===== src/rtl/vga_sync_gen.sv =====
`timescale 1ns/1ps
// VGA timing generator: pixel-rate divider, horizontal/vertical counters,
// registered active-low syncs and a one-clk strobe at the start of vertical blanking.
module vga_sync_gen #(
    parameter int unsigned H_DISPLAY = 640,
    parameter int unsigned H_FP      = 16,
    parameter int unsigned H_SYNC    = 96,
    parameter int unsigned H_BP      = 48,
    parameter int unsigned V_DISPLAY = 480,
    parameter int unsigned V_FP      = 10,
    parameter int unsigned V_SYNC    = 2,
    parameter int unsigned V_BP      = 33,
    parameter int unsigned CLK_DIV   = 4
) (
    input  logic       clk,
    input  logic       reset,
    output logic       p_tick,
    output logic [9:0] pixel_x,
    output logic [9:0] pixel_y,
    output logic       video_on,
    output logic       hsync,
    output logic       vsync,
    output logic       refresh_tick
);

    localparam int unsigned H_TOTAL      = H_DISPLAY + H_FP + H_SYNC + H_BP;
    localparam int unsigned V_TOTAL      = V_DISPLAY + V_FP + V_SYNC + V_BP;
    localparam int unsigned H_SYNC_START = H_DISPLAY + H_FP;
    localparam int unsigned H_SYNC_END   = H_SYNC_START + H_SYNC - 1;
    localparam int unsigned V_SYNC_START = V_DISPLAY + V_FP;
    localparam int unsigned V_SYNC_END   = V_SYNC_START + V_SYNC - 1;
    localparam int unsigned DIV_W        = $clog2(CLK_DIV);

    logic [DIV_W-1:0] div_q;
    logic [DIV_W-1:0] div_d;
    logic [9:0]       h_d;
    logic [9:0]       v_d;
    logic             tick_d;
    logic             tick_dly_q;
    logic             hsync_d;
    logic             vsync_d;
    logic             refresh_d;

    // Next-state: divider, counters, and syncs decoded from the next counter value
    always_comb begin
        div_d     = (div_q == DIV_W'(CLK_DIV - 1)) ? '0 : div_q + DIV_W'(1);
        h_d       = pixel_x;
        v_d       = pixel_y;
        tick_d    = (div_q == DIV_W'(CLK_DIV - 2));
        hsync_d   = 1'b1;
        vsync_d   = 1'b1;
        refresh_d = 1'b0;

        if (p_tick) begin
            if (pixel_x == 10'(H_TOTAL - 1)) begin
                h_d = '0;
                if (pixel_y == 10'(V_TOTAL - 1)) begin
                    v_d = '0;
                end else begin
                    v_d = pixel_y + 10'd1;
                end
            end else begin
                h_d = pixel_x + 10'd1;
            end
        end

        if ((h_d >= 10'(H_SYNC_START)) && (h_d <= 10'(H_SYNC_END))) begin
            hsync_d = 1'b0;
        end
        if ((v_d >= 10'(V_SYNC_START)) && (v_d <= 10'(V_SYNC_END))) begin
            vsync_d = 1'b0;
        end

        // tick_dly_q marks the first cycle after a pixel edge, so this fires once
        refresh_d = tick_dly_q && (pixel_x == 10'd0) && (pixel_y == 10'(V_DISPLAY));
    end

    always_ff @(posedge clk) begin
        if (reset) begin
            div_q        <= '0;
            p_tick       <= 1'b0;
            tick_dly_q   <= 1'b0;
            pixel_x      <= '0;
            pixel_y      <= '0;
            hsync        <= 1'b1;
            vsync        <= 1'b1;
            refresh_tick <= 1'b0;
        end else begin
            div_q        <= div_d;
            p_tick       <= tick_d;
            tick_dly_q   <= p_tick;
            pixel_x      <= h_d;
            pixel_y      <= v_d;
            hsync        <= hsync_d;
            vsync        <= vsync_d;
            refresh_tick <= refresh_d;
        end
    end

    assign video_on = (pixel_x < 10'(H_DISPLAY)) && (pixel_y < 10'(V_DISPLAY));

endmodule


===== config.mk =====
export PLATFORM = sky130hd
export DESIGN_NAME = vga_sync_gen
export DESIGN_NICKNAME = d
export VERILOG_FILES = /design/src/rtl/vga_sync_gen.sv
export SDC_FILE = /design/constraint.sdc
export NUM_CORES = 1
export LEC_CHECK = 0
export ABC_AREA = 1
export CAP_MARGIN = 0
export CORE_MARGIN = 5
export CORE_UTILIZATION = 45
export DETAILED_ROUTE_END_ITERATION = 12
export DONT_BUFFER_PORTS = 1
export HOLD_SLACK_MARGIN = 0.12
export PLACE_DENSITY_LB_ADDON = 0.2
export REMOVE_ABC_BUFFERS = 1
export SETUP_SLACK_MARGIN = 0.2
export SLEW_MARGIN = 20
export SYNTH_ARGS = -nofsm -noshare
export SYNTH_HDL_FRONTEND = slang
export SYNTH_SLANG_ARGS = --single-unit

===== constraint.sdc =====
create_clock -name clk -period 4.7 [get_ports clk]
set_clock_uncertainty 0.1 [all_clocks]
set_input_delay 0.94 -clock clk [delete_from_list [all_inputs] [get_ports clk]]
set_output_delay 0.94 -clock clk [all_outputs]
set_load 0.01 [all_outputs]

Word level (Yosys, flattened, before mapping)
Cells that the tools add are included.
- $add $sub $neg: 3
- order comparisons: 6
- eq/ne operators: 5
- mux-type cells: 7
- reductions and logical operators: 7
- operators by type and width (operator ; count):
    10-bit two-way mux ; 5
    10-bit by 1-bit adder with 10-bit output, second input constant ; 2
    10-bit == test, second input constant ; 2
    10-bit by 9-bit == test with 1-bit output, second input constant ; 1
    10-bit greater-or-equal comparator, second input constant ; 1
    10-bit by 9-bit greater-or-equal comparator with 1-bit output, second input constant ; 1
    10-bit <= comparator, second input constant ; 1
    10-bit by 9-bit <= comparator with 1-bit output, second input constant ; 1
    10-bit zero test ; 1
    10-bit less-than comparator, second input constant ; 1
    10-bit by 9-bit less-than comparator with 1-bit output, second input constant ; 1
    1-bit logical AND ; 5
    2-bit == test, second input constant ; 2
    2-bit by 1-bit adder with 2-bit output, second input constant ; 1
    1-bit two-way mux ; 2
    2-bit OR reduction ; 1
- bits in registers: 27
- output and inout bits: 25
- logic and storage cells: 36

Depth between registers and ports, before layout
- word-level depth: 7
- gate-level depth with buffers: 12
- depth with buffers taken out: 12

Worst setup path before layout
No wires, ideal clock.
- path kind: register -> output
- from: reg pixel_x[8]
- to: out video_on
- data arrival time: 0.839 ns
- required time: 3.660 ns
- slack: 2.821 ns
- stages on the path, launching flop included: 4
- path through: dfxtp_1 > inv_1 > a21oi_1 > a211oi_1
- word-level cells in the longest chain between the ends: 2
- ends and longest elaborated chain (element ; RTL line ; text):
    start: declaration ; 18 ; output logic [9:0] pixel_x,
    start signal: assignment ; 83 ; pixel_x <= '0;
    start signal: assignment ; 92 ; pixel_x <= h_d;
    10-bit less-than comparator ; 100 ; assign video_on = (pixel_x < 10'(H_DISPLAY)) && (pixel_y < 10'(V_DISPLAY));
    1-bit logical AND ; 100 ;
    end: declaration ; 20 ; output logic video_on,
No other way between the ends.

Worst setup path after layout
- from: reg pixel_y[6]
- to: out video_on
- word-level cells in the longest chain between the ends: 2
- ends and longest elaborated chain (element ; RTL line ; text):
    start: declaration ; 19 ; output logic [9:0] pixel_y,
    start signal: assignment ; 93 ; pixel_y <= v_d;
    10-bit by 9-bit less-than comparator with 1-bit output ; 100 ;
    1-bit logical AND ; 100 ;
No other way between the ends.

==> run metrics <==
most frequent cell after synthesis=nand2_1; detailed-route vias per instance=4.85; Int Pwr=approximately 270 µW; post-synthesis to final-layout area growth=4.34%; met2 wire length=1.44 mm; Synth Area in XOR/XNOR=0.0234; top routing layer used=met4; count of input and output buffers=0; kind of path behind the tightest hold check=reg2reg; DR DRC count=0; dominant combinational cell family by area after synthesis=simple AND/OR/NAND/NOR gates; capturing element type of the critical path=primary output; via count=1289; Post-Synth Adder-Cell Area=0.0500; P_leak=0.681 nW; Wirelength per Cell=12.1 µm; final critical path time including I/O delays and setup=2370 ps; leading area contributor after synthesis=dfxtp_1; overall die height=67.7 µm; depth of the CTS H-tree=1; post-synthesis cell type count=26; first-iteration detailed-routing DRC count=78; share of synthesized area spent on multiplexers=0; routability cong.=0.811; fraction of post-synthesis cell area in the top cell type by area=0.360; sw frac=0.225; required time at the endpoint of the critical path=3660 ps; Detail Route met3 WL=235 µm; Global Route Usage Sum=0.158; cells after synthesis=about 220; outcome=complete, no violations; transition time at the pin with the least slew margin=470 ps; crit path DAT=1330 ps; Layout Nets=roughly 230; Overflow after GRT=0; number of global-route vias before repair=about 1200; Netlist Area Pre-Place=0.00150 mm²; startpoint type of the worst setup path=flip-flop; relative contribution of combinational cells to total power=0.034; TritonCTS clock tree=yes; clock latency on the worst-skew pair=between 300 and 400 ps; full die area=0.00459 mm²; Post-DRT Antenna Nets=0; global-route wire length before repair=5.48 mm; number of buffers added to fix hold violations after cts=0; post-CTS setup buffer count=0; Final Max Slew Viols=0; clock share of power=0.286; post-route insts no fill=266; worst ir drop on vdd=0.103 mV; period utilization=0.505; syn avg cell area=6.88 µm²; # clock sinks=27; placed cell count=around 260; Async SR Flop Fraction=0; Max Freq=422 MHz; Commonest cells post-synth=nand2_1, nor2_1, inv_1, dfxtp_1, nand3_1; total clock buffers created by CTS=3; number of antenna violations at the first check in global routing=0; complex-gate fraction of the synthesized area=0.0375; Max-cap violations=0; Die W=67.7 µm; HPWL after DPL=2.55 mm; Top Ports=27; RSZ-0062 raised after global routing=no; Initial Util=0.457; final wirelength=roughly 3.2 mm; primary flip-flop cell chosen by synthesis mapping=dfxtp_1; Pre-antenna DRT Iters=4; worst setup path category=reg2out; Max Fanout on Critical Path=7; Yosys warning total=0; Fin. Hold Viols=0; pin count of the biggest net entering global routing=20; number of flops mapped to enable cells by yosys=0; flops & latches, synth=27; simple-gate share of the synthesized area=0.431; Resized Gates After CTS=0; setup TNS=0 ps; total inserted antenna cells=0; fraction of final layout cells with drive strength greater than 1=0.0636; clock input transition at the sequential cells of the worst setup and hold paths=150 ps; power density cells=224 mW/mm²; cell types occupying the most area after synthesis=dfxtp_1, nand2_1, nor2_1; CTS Root Cell=clkbuf_4; sequential fraction of the synthesis area=0.360; Row Count=21; final setup violating endpoints=0; Max-Slew Margin vs Limit=0.685; sw power=78.8 µW; placeable core region=roughly 0.0033 mm²; met1 WL=between 1.5 and 2 mm; Reg power frac=0.681; maximum buffer depth of the clock tree=2
[routing by layer]
metal | GRT usage | vias to the layer above
met5 | 0 | -
met4 | 0.0582 | 0
met1 | 0.202 | 561
li1 | - | 690
met2 | 0.248 | 36
met3 | 0.0483 | 2
[sequential cells by signal (all words and copies together), names as in the netlist]
signal	flops
refresh_tick	1
hsync	1
vsync	1
pixel_y	10
tick_dly_q	1
p_tick	1
pixel_x	10
div_q	2
[power by group through the flow]
stage	Sequential (mW)	Combinational [mW]	Clock, mW
after CTS	0.238	0.0120	0.107
after global placement	0.243	0.0121	0
after global routing	0.239	0.0141	0.120
after detailed placement	0.243	0.0120	0
after floorplan	0.242	0.00966	0
final	0.238	0.0117	0.100
[layout make-up]
class                   count  area, µm²
clock buffers               4       26.3
fillers                   335       1720
inverters                  34        128
multi-input cells         155        813
flip-flops and latches     27        541
well taps                  46       57.6
[through the flow]
stage | hold WS, ps | area (µm²) | power (mW) | worst slack (ps) | utilization
6_report | 361 | 1570 | 0.350 | 2330 | 0.477
5_1_grt | 409 | 1570 | 0.373 | 2160 | 0.477
4_1_cts | 366 | 1570 | 0.358 | 2310 | 0.477
3_5_place_dp | 346 | 1540 | 0.255 | 2690 | 0.469
3_3_place_gp | 343 | 1540 | 0.255 | 2710 | 0.469
2_1_floorplan | 325 | 1480 | 0.252 | 2820 | -
[worst paths after layout]
| check | startpoint | endpoint | slack (ps) | depth (start not counted) |
|---|---|---|---|---|
| max | pixel_y[6]$_SDFF_PP0_ | video_on | 2330 | 3 |
| min | div_q[0]$_SDFF_PP0_ | div_q[0]$_SDFF_PP0_ | 360 | 1 |
| max reg2reg | pixel_x[1]$_SDFF_PP0_ | vsync$_SDFF_PP1_ | 2750 | 12 |
| min reg2reg | div_q[0]$_SDFF_PP0_ | div_q[0]$_SDFF_PP0_ | 360 | 1 |
[cell usage in the layout (no fill, tap or decap)]
cell type  synthesis  routed
a2111oi_0          1       1
a211oi_1           1       1
a21oi_1            3       3
clkbuf_1           1       1
clkbuf_4           0       3
dfxtp_1           27      27
ha_1               6       6
inv_1             33      33
inv_2              1       1
nand2_1           50      50
nand2_4            2       2
nand3_1           19      19
nand3_2            1       1
nand3b_1           4       4
nand4_1            3       3
nor2_1            39      39
nor2_2             2       2
nor2_4             2       2
nor2_8             1       1
nor3_1             8       8
nor3_2             1       1
nor3b_4            1       1
nor4_1             2       2
o21ai_0            3       3
o21ai_1            2       2
xor2_1             4       4
[kinds of logic (layout without fill, tap and decap cells)]
| kind of cell | after synthesis | in the layout |
|---|---|---|
| fa+ha+maj | 6 | 6 |
| simple gates | 135 | 135 |
| xor+xnor | 4 | 4 |
| compound gates | 10 | 10 |
| flops | 27 | 27 |
| buf+inv | 36 | 38 |
[critical path, stage by stage (launching register included)]
cell and delay, ps:
dfxtp_1 420, nand2_1 110, nor2_1 70, a211oi_1 420
Power figures use the tool's default switching activity.
